==> config.mk <==
export PLATFORM = sky130hd
export DESIGN_NAME = serial_alu_seq
export DESIGN_NICKNAME = d
export VERILOG_FILES = /design/src/rtl/serial_alu_seq.sv
export SDC_FILE = /design/constraint.sdc
export NUM_CORES = 1
export LEC_CHECK = 0
export ABC_AREA = 1
export CAP_MARGIN = 20
export CORE_ASPECT_RATIO = 0.75
export CORE_MARGIN = 3
export CORE_UTILIZATION = 53
export CTS_CLUSTER_DIAMETER = 120
export DETAILED_ROUTE_END_ITERATION = 7
export HOLD_SLACK_MARGIN = 0.05
export PLACE_DENSITY = 0.83
export SETUP_SLACK_MARGIN = 0.5
export SYNTH_ARGS = -nofsm -noshare
export SYNTH_HDL_FRONTEND = slang
export SYNTH_SLANG_ARGS = --single-unit
==> constraint.sdc <==
create_clock -name clk -period 4.15 [get_ports clk]
set_clock_uncertainty 0.15 [all_clocks]
set_input_delay 0.6225 -clock clk [delete_from_list [all_inputs] [get_ports clk]]
set_output_delay 0.6225 -clock clk [all_outputs]
set_load 0.02 [all_outputs]
==> src/rtl/serial_alu_seq.sv <==
// Digit-serial ALU sequencer: XLEN-bit operands processed DIGIT bits per clock, LSB digit
// first, with an ADD early exit once the remaining result digits are known to equal word1.
module serial_alu_seq #(
   parameter int XLEN  = 32,
   parameter int DIGIT = 4,
   parameter int LW    = $clog2(XLEN / DIGIT)
) (
   input  logic            clk,
   input  logic            rst_n,
   input  logic            start,
   input  logic            flush,
   input  logic [2:0]      op,
   input  logic [LW-1:0]   len,
   input  logic            w2_signed,
   input  logic [XLEN-1:0] word1,
   input  logic [XLEN-1:0] word2,
   output logic            busy,
   output logic            done,
   output logic [XLEN-1:0] result,
   output logic            carry,
   output logic            flag,
   output logic            zero
);

   localparam int N  = XLEN / DIGIT;
   localparam int XW = $clog2(XLEN);

   typedef enum logic [1:0] {S_IDLE, S_RUN, S_DONE} state_e;
   typedef enum logic [2:0] {
      OP_ADD = 3'b000, OP_SUB = 3'b001, OP_AND = 3'b010, OP_OR  = 3'b011,
      OP_XOR = 3'b100, OP_EQ  = 3'b101, OP_LTU = 3'b110, OP_LT  = 3'b111
   } op_e;

   state_e            state_q, state_d;
   op_e               op_q;
   logic [LW-1:0]     len_q, idx_q;
   logic              cin_q, eq_acc_q, fill_q;
   logic [XLEN-1:0]   w2x_q, result_q;
   logic              carry_q, flag_q, zero_q;

   logic              accept, op_inv, fill;
   logic [LW-1:0]     len_c;
   logic [XW-1:0]     sign_pos, digit_base;
   logic [XLEN-1:0]   w2_ext, result_nxt;
   logic [DIGIT-1:0]  w1_dig, w2_dig, dig_res;
   logic [DIGIT:0]    sum_ext;
   logic              is_arith, last_dig, early_exit, finish, flag_d;
   logic              w1_sign, w2_sign;

   // A start coinciding with flush is dropped, and nothing is accepted while running.
   assign accept = start && !flush && (state_q != S_RUN);
   assign op_inv = (op_e'(op) == OP_SUB) || (op_e'(op) == OP_LTU) || (op_e'(op) == OP_LT);

   // Operand-side extension of word2, evaluated only for the accept edge.
   always_comb begin
      // NOTE: every combinational output gets a default first so no path leaves it unassigned (no latch).
      w2_ext   = '0;
      len_c    = (int'(len) > N - 1) ? LW'(N - 1) : len;
      sign_pos = XW'((int'(len_c) + 1) * DIGIT - 1);
      fill     = w2_signed & word2[sign_pos];
      for (int d = 0; d < N; d++) begin
         w2_ext[d*DIGIT +: DIGIT] = (d > int'(len_c)) ? {DIGIT{fill}} : word2[d*DIGIT +: DIGIT];
      end
      if (op_inv) w2_ext = ~w2_ext;
   end

   // Digit datapath: result_q doubles as word1 storage for digits not yet processed.
   always_comb begin
      digit_base = XW'(int'(idx_q) * DIGIT);
      w1_dig     = result_q[digit_base +: DIGIT];
      w2_dig     = w2x_q[digit_base +: DIGIT];
      sum_ext    = {1'b0, w1_dig} + {1'b0, w2_dig} + {{DIGIT{1'b0}}, cin_q};
      is_arith   = (op_q == OP_ADD) || (op_q == OP_SUB) || (op_q == OP_LTU) || (op_q == OP_LT);
      case (op_q)
         OP_AND:        dig_res = w1_dig & w2_dig;
         OP_OR:         dig_res = w1_dig | w2_dig;
         OP_XOR, OP_EQ: dig_res = w1_dig ^ w2_dig;
         default:       dig_res = sum_ext[DIGIT-1:0];
      endcase
      result_nxt = result_q;
      result_nxt[digit_base +: DIGIT] = dig_res;

      last_dig   = (idx_q == LW'(N - 1));
      early_exit = (op_q == OP_ADD) && (idx_q >= len_q) && (sum_ext[DIGIT] == fill_q);
      finish     = last_dig || early_exit;

      w1_sign = result_q[XLEN-1];
      w2_sign = ~w2x_q[XLEN-1];
      case (op_q)
         OP_EQ:   flag_d = eq_acc_q & (dig_res == '0);
         OP_LTU:  flag_d = ~sum_ext[DIGIT];
         OP_LT:   flag_d = (w1_sign != w2_sign) ? w1_sign : ~sum_ext[DIGIT];
         default: flag_d = 1'b0;
      endcase
   end

   // FSM: state register
   always_ff @(posedge clk or negedge rst_n) begin
      if (!rst_n) state_q <= S_IDLE;
      else        state_q <= state_d;
   end

   // FSM: next state
   always_comb begin
      state_d = state_q;
      case (state_q)
         S_IDLE:  if (accept) state_d = S_RUN;
         S_RUN: begin
            if (flush)       state_d = S_IDLE;
            else if (finish) state_d = S_DONE;
         end
         S_DONE:  state_d = accept ? S_RUN : S_IDLE;
         default: state_d = S_IDLE;
      endcase
   end

   // FSM: outputs
   always_comb begin
      busy = (state_q == S_RUN);
      done = (state_q == S_DONE);
   end

   always_ff @(posedge clk or negedge rst_n) begin
      // NOTE: sequential state uses non-blocking assignments only, so every register sees pre-edge values.
      if (!rst_n) begin
         op_q     <= OP_ADD;
         len_q    <= '0;
         idx_q    <= '0;
         cin_q    <= 1'b0;
         eq_acc_q <= 1'b0;
         fill_q   <= 1'b0;
         w2x_q    <= '0;
         result_q <= '0;
         carry_q  <= 1'b0;
         flag_q   <= 1'b0;
         zero_q   <= 1'b0;
      end else if (accept) begin
         op_q     <= op_e'(op);
         len_q    <= len_c;
         idx_q    <= '0;
         cin_q    <= op_inv;
         eq_acc_q <= 1'b1;
         fill_q   <= fill;
         w2x_q    <= w2_ext;
         result_q <= word1;
         carry_q  <= 1'b0;
         flag_q   <= 1'b0;
         zero_q   <= 1'b0;
      end else if (state_q == S_RUN && !flush) begin
         result_q <= result_nxt;
         cin_q    <= sum_ext[DIGIT];
         eq_acc_q <= eq_acc_q & (dig_res == '0);
         idx_q    <= idx_q + LW'(1);
         if (finish) begin
            carry_q <= is_arith & sum_ext[DIGIT];
            flag_q  <= flag_d;
            zero_q  <= (result_nxt == '0);
         end
      end
   end

   assign result = result_q;
   assign carry  = carry_q;
   assign flag   = flag_q;
   assign zero   = zero_q;

endmodule

==> qor.yml, run 1 <==
outcome:
  status: "complete, no violations"
route:
  viasPerCell: 5.78
  wl_um: 19200
  ant_nets: 0
  drtIter0Drc: 867
  detailedRoute.firstPassIterationCount: 6
  wl_per_cell_um: 16.8
  drc: 0
  vias: 6592
synthesis:
  synth_nets: 998
  synth_top_cell_area_share: 0.347
  ys_seq_elements: 81
  post_synth_instance_area_mm2: 0.00584
  synth_warnings: 0
  synth.most_common_cell: "nand2_1"
  synthTopCellsByCount: "298 x nand2_1, 98 x inv_1, 83 x nand3_1, 82 x a21oi_1, 81 x dfrtp_1"
  synth_edf_count: 0
  avgSynthCellArea_um2: 6.47
  ys_types: 31
  async_reset_ff_frac: 1.00
  ys_seq_area_frac: 0.347
  synth.area.top_cells: "dfrtp_1 35%, nand2_1 19%, nand3_1 7.1%"
  synth_top_area_cell: "dfrtp_1"
  ys.flop_type: "dfrtp_1"
  syn-instance-count: 902
sta:
  period_needed_ns: 3.38
  tightest_slew_ns: 0.819
  hold_ws_ns: 0.216
  setup_viol: 0
  grt_setup_unrepaired: "false"
  max_freq_mhz: 296
  relSlewSlack: 0.454
  fin_crit_sh: 0.813
  hold_violations: 0
  slew_viol_final: 0
  tns_ns: 0
critical_path:
  worstPathCellList: "inv_1 > buf_4 > a21oi_1 > o21ai_0 > nand2_1 > nand2_1 > o21ai_2 > fa_1 > inv_1 > fa_1 > xnor2_1 > nand2_1 > nand3_1 > nand2_1 > nand2_1 > nor2_1 > nand2_1 > nor2_1 > nand3_1 > nand2_1"
  cp_slowest_stage_delay_ns: 0.44
  cpMostUsedCell: "nand2_1"
  cp_slowest_cell: "dfrtp_1"
  crit_path_start_kind: "flop"
  endpoint_kind: "flop"
  startpoint: "idx_q[1]"
  criticalPathCategory: "flop to flop"
  path_max_fanout: 9
  reg2reg_from: "idx_q[1]"
  worstPathRequired_ns: 4.28
  cp_top_family: "simple AND/OR/NAND/NOR gates"
  worst-path-buf-inv: 3
  cp_data_arrival_time_ns: 3.50
finish:
  final_nets: 1096
  antennaDiodeCount: 0
  syn_to_final_growth_pct: 27.1
  drive_gt1_frac: 0.0507
  postLayoutCoreUtil: 0.707
floorplan:
  die_w_um: 127
  die_area_mm2: 0.0123
  start_util: 0.556
  ios: 112
  die_y_um: 96.9
  placementRows: 32
  core_area_mm2: 0.0105
grt:
  grt_pass1_wl_um: 31200
  grtUsageTotal: 0.316
  grt_overflow_total: 0
  grt_pass1_vias: 5863
  grt_max_degree: 64
  antenna_found_initial: 0
pwr:
  ir_drop_mv: 0.451
  powerDensity_mw_per_mm2: 803
  power.leakage_nw: 3.63
flow_run:
  cap_violations: 0
place:
  place.gp.congestion: 0.999
  port_buffers: 111
  dpl.hpwl_um: 14600
clock_network:
  htree_num_levels: 3
  holdBufCountCts: 0
  cts_buffers: 9
  cts-root-buf: "clkbuf_16"
  cts_tree: "built"
  numClockSinks: 81
  cts.path.max_buffers: 2
  clock_latency_ns: 0.34
  clk_pin_slew_ns: 0.06
min_path:
  hold_path_class: "input port to async pin"
==> power breakdown <==
group,switching [W],internal (W)
clock,0.000325,0.000524
combinational,0.00243,0.00134
sequential,0.000258,0.00108
total,0.00301,0.00294
==> layout make-up <==
cell class              count  area (um2)
clock buffers              10         229
clock inverters             6        82.6
fillers                   927        3070
inverters                 105         397
multi-input cells         679        3280
flip-flops and latches     81        2030
well taps                 136         170
repair buffers            124        1230
==> metrics by stage <==
step                worst slack, ns  cell area, um2  power [W]  instances
floorplan                     0.951            5840    0.00370        902
global placement              0.560            7070    0.00490       1124
detailed placement            0.505            7070    0.00493       1124
CTS                           0.584            7380    0.00581       1140
global route                  0.510            7420    0.00641       1141
finish                        0.774            7420    0.00596       1141
==> what timing repair did <==
action | in CTS | in global routing
buffers inserted | 0 | 1
setup endpoints to repair | 1 | 16
gates resized for setup | 1 | 10
==> placed cells by master, fill, tap and decap left out, types with 6 or more instances in the layout <==
| cell | instances |
|---|---|
| a21oi_1 | 82 |
| nor2_1 | 54 |
| buf_4 | 12 |
| clkdlybuf4s50_1 | 110 |
| nand3_1 | 83 |
| clkbuf_16 | 9 |
| ha_1 | 19 |
| o21ai_0 | 59 |
| o21ai_1 | 8 |
| inv_1 | 98 |
| inv_2 | 6 |
| nand2_1 | 298 |
| dfrtp_1 | 80 |
| o22ai_1 | 35 |
| o211ai_1 | 7 |
==> worst reg2reg max path, delay by kind of cell, from the launching register on <==
kind,cells,cell delay (ns)
AO/OA/AOI/OAI,3,0.32
AND/OR/NAND/NOR,11,1.22
flip-flops,1,0.44
adder cells (fa/ha/maj),2,0.62
buffers and inverters,3,0.41
XOR/XNOR,1,0.16
==> per-layer routing <==
layer	track usage	wire length, um
met1	0.509	9030
met2	0.421	7830
met5	0	0
met4	0.0627	191
met3	0.0800	2150
==> registers in the layout, indices dropped and copies added (netlist names) <==
name,flops
result,32
flag,1
w2x_q,32
idx_q,3
carry,1
op_q,3
zero,1
eq_acc_q,1
len_q,3
cin_q,1
state_q,2
fill_q,1
==> logic make-up after synthesis <==
family | count (synthesis) | share of synthesized area
XOR/XNOR | 2 | 0.00300
AO/OA/AOI/OAI | 198 | 0.184
flip-flops | 81 | 0.347
buffers and inverters | 142 | 0.0941
adder cells (fa/ha/maj) | 21 | 0.0476
AND/OR/NAND/NOR | 458 | 0.324
==> path summary, 6_finish.rpt <==
path | endpoint | slack [ns] | depth (start not counted)
worst max-delay path | zero | 0.77 | 20
worst min register to register | w2x_q[26] | 0.34 | 2
min in group clk | w2x_q[26] | 0.34 | 2
worst max register to register | zero | 0.77 | 20
worst min-delay path | w2x_q[31] | 0.22 | 1
max in group asynchronous | result[28] | 2.84 | 2
(Power assumes the default switching activity.)
==> run 2: changes to the inputs <==
Clock period 4.15 ns to 3.45 ns, I/O delays scaled along.
==> qor.yml, run 2 (same netlist as run 1, synthesis figures left out) <==
grt:
  met1_usage: 0.492
  grtUsageMet2: 0.458
  grt_max_degree: 82
  grt_overflow_total: 0
  grt_pass1_vias: 6484
  grt_pass1_wl_um: 33300
  antenna_found_initial: 0
  grt_use_met3: 0.117
  grtUsageTotal: 0.336
  grt-busiest-layer: "met1"
critical_path:
  crit_cells: 20
  endpoint_kind: "flop"
  reg2reg_from: "idx_q[0]"
  worst-path-buf-inv: 5
  worstPathCellList: "buf_6 > buf_12 > buf_4 > a21oi_1 > o21ai_1 > nand2_1 > inv_1 > o21ai_2 > inv_2 > ha_4 > nand3_2 > nand3_2 > nand3_4 > nand2_4 > nand2_1 > o21ai_1 > nand3_1 > nor2_1 > nand3_1 > nand2_1"
  ff2ff_path_depth: 20
  cp_slowest_cell: "dfrtp_2"
  endpoint: "zero"
  timing.rr.end: "zero"
  startpoint: "idx_q[0]"
  cp_data_arrival_time_ns: 3.48
  criticalPathCategory: "flop to flop"
  worstPathRequired_ns: 3.59
  cp_top_family: "simple AND/OR/NAND/NOR gates"
  crit_path_start_kind: "flop"
  cpMostUsedCell: "nand2_1"
  rrSetupSlack_ns: 0.11
  cp_slowest_stage_delay_ns: 0.44
  path_max_fanout: 8
finish:
  final_nets: 1129
  fin_area_mm2: 0.00810
  antennaDiodeCount: 0
  syn_to_final_growth_pct: 38.8
  final_common_cell: "nand2_1"
  final_cell_mix: "285 x nand2_1, 109 x clkdlybuf4s50_1, 93 x inv_1"
  drive_gt1_frac: 0.141
  fill_cells: 765
sta:
  fin_crit_sh: 0.969
  tightest_slew_ns: 0.633
  relSlewSlack: 0.578
  setup_viol: 0
  grt_setup_unrepaired: "true"
  max_freq_mhz: 299
  slew_viol_final: 0
  hold_violations: 0
  period_needed_ns: 3.34
  tns_ns: 0
clock_network:
  cts_tree: "built"
  clock_latency_ns: 0.35
  cts.path.max_buffers: 2
  clk_pin_slew_ns: 0.07
  cts-root-buf: "clkbuf_16"
  htree_num_levels: 3
  numClockSinks: 81
  cts_buffers: 9
pwr:
  p_clk_frac: 0.112
  powerDensity_mw_per_mm2: 1100
  pwr-share-comb: 0.706
  p_switching_w: 0.00447
  p_int_w: 0.00443
  power.leakage_nw: 3.92
  seq_power_share: 0.182
  swShare: 0.502
  ir_drop_mv: 0.661
  power_w: 0.00890
floorplan:
  core_area_mm2: 0.0105
  ios: 112
  placementRows: 32
  die_area_mm2: 0.0123
  die_y_um: 96.9
  die_w_um: 127
  start_util: 0.556
route:
  drtIter0Drc: 1119
  wl_um: 21700
  drc: 6
  vias: 7182
  viasPerCell: 6.12
  ant_nets: 0
  wl_per_cell_um: 18.5
  detailedRoute.firstPassIterationCount: 8
place:
  port_buffers: 111
  place.gp.congestion: 1.04
  placed_cell_area_mm2: 0.00717
  dpl.hpwl_um: 14400
min_path:
  hold_path_class: "flop to flop"
outcome:
  status: "finished with violations"
  failed_checks: "design-rule violations"
flow_run:
  cap_violations: 0
## run 2: metrics by stage
| stage | instances | hold WS [ns] | util | setup slack, ns |
|---|---|---|---|---|
| after floorplan | 902 | 0.0719 | - | 0.504 |
| after global placement | 1131 | 0.306 | 0.684 | 0.249 |
| after detailed placement | 1131 | 0.310 | 0.684 | 0.201 |
| after CTS | 1168 | 0.0614 | 0.746 | 0.409 |
| after global routing | 1174 | 0.342 | 0.772 | 0.0668 |
| final | 1174 | 0.328 | 0.772 | 0.105 |
## run 2: worst min-delay path by stage
stage	startpoint	to	slack, ns	cells past startpoint
final	w2x_q[25]	w2x_q[25]	0.33	2
after global routing	eq_acc_q	eq_acc_q	0.34	2
after CTS	rst_n	result[20]	0.06	2
after detailed placement	eq_acc_q	eq_acc_q	0.31	2
after global placement	eq_acc_q	eq_acc_q	0.31	2
after floorplan	rst_n	carry	0.07	0
## run 2: power groups by stage
stage	combinational (W)	clock, W	sequential [W]
after floorplan	0.00278	0	0.00172
after global placement	0.00439	0	0.00159
after detailed placement	0.00445	0	0.00159
after CTS	0.00521	0.000995	0.00158
after global routing	0.00662	0.00103	0.00164
final	0.00628	0.000994	0.00162
## run 2: area by class of cell
| class | count | area [um2] | area share |
|---|---|---|---|
| clock inverter | 5 | 55.1 | 0.00680 |
| timing repair buffer | 157 | 1630 | 0.202 |
| inverter | 105 | 397 | 0.0490 |
| sequential | 81 | 2030 | 0.250 |
| multi-input combinational | 679 | 3570 | 0.441 |
| clock buffer | 11 | 243 | 0.0300 |
| tap | 136 | 170 | 0.0210 |
## run 2: what timing repair did
action | in CTS | in global routing
pin swaps | 18 | 21
gates resized for setup | 36 | 64
endpoints found under the hold margin | 0 | 2
hold buffers | 0 | 1
endpoints found under the setup margin | 17 | 63
cloned | 3 | 0
buffers inserted | 18 | 5
## run 2: layer usage
| metal | share of wire | routed length [um] |
|---|---|---|
| met3 | 0.14 | 3130 |
| met4 | 0.038 | 829 |
| met5 | 0 | 0 |
| met1 | 0.41 | 8880 |
| met2 | 0.41 | 8810 |
## run 2: tightest hold or removal path: stages (launching register included)
cell     delay [ns]
dfrtp_1        0.34
nand2_1        0.05
nand2_1        0.06
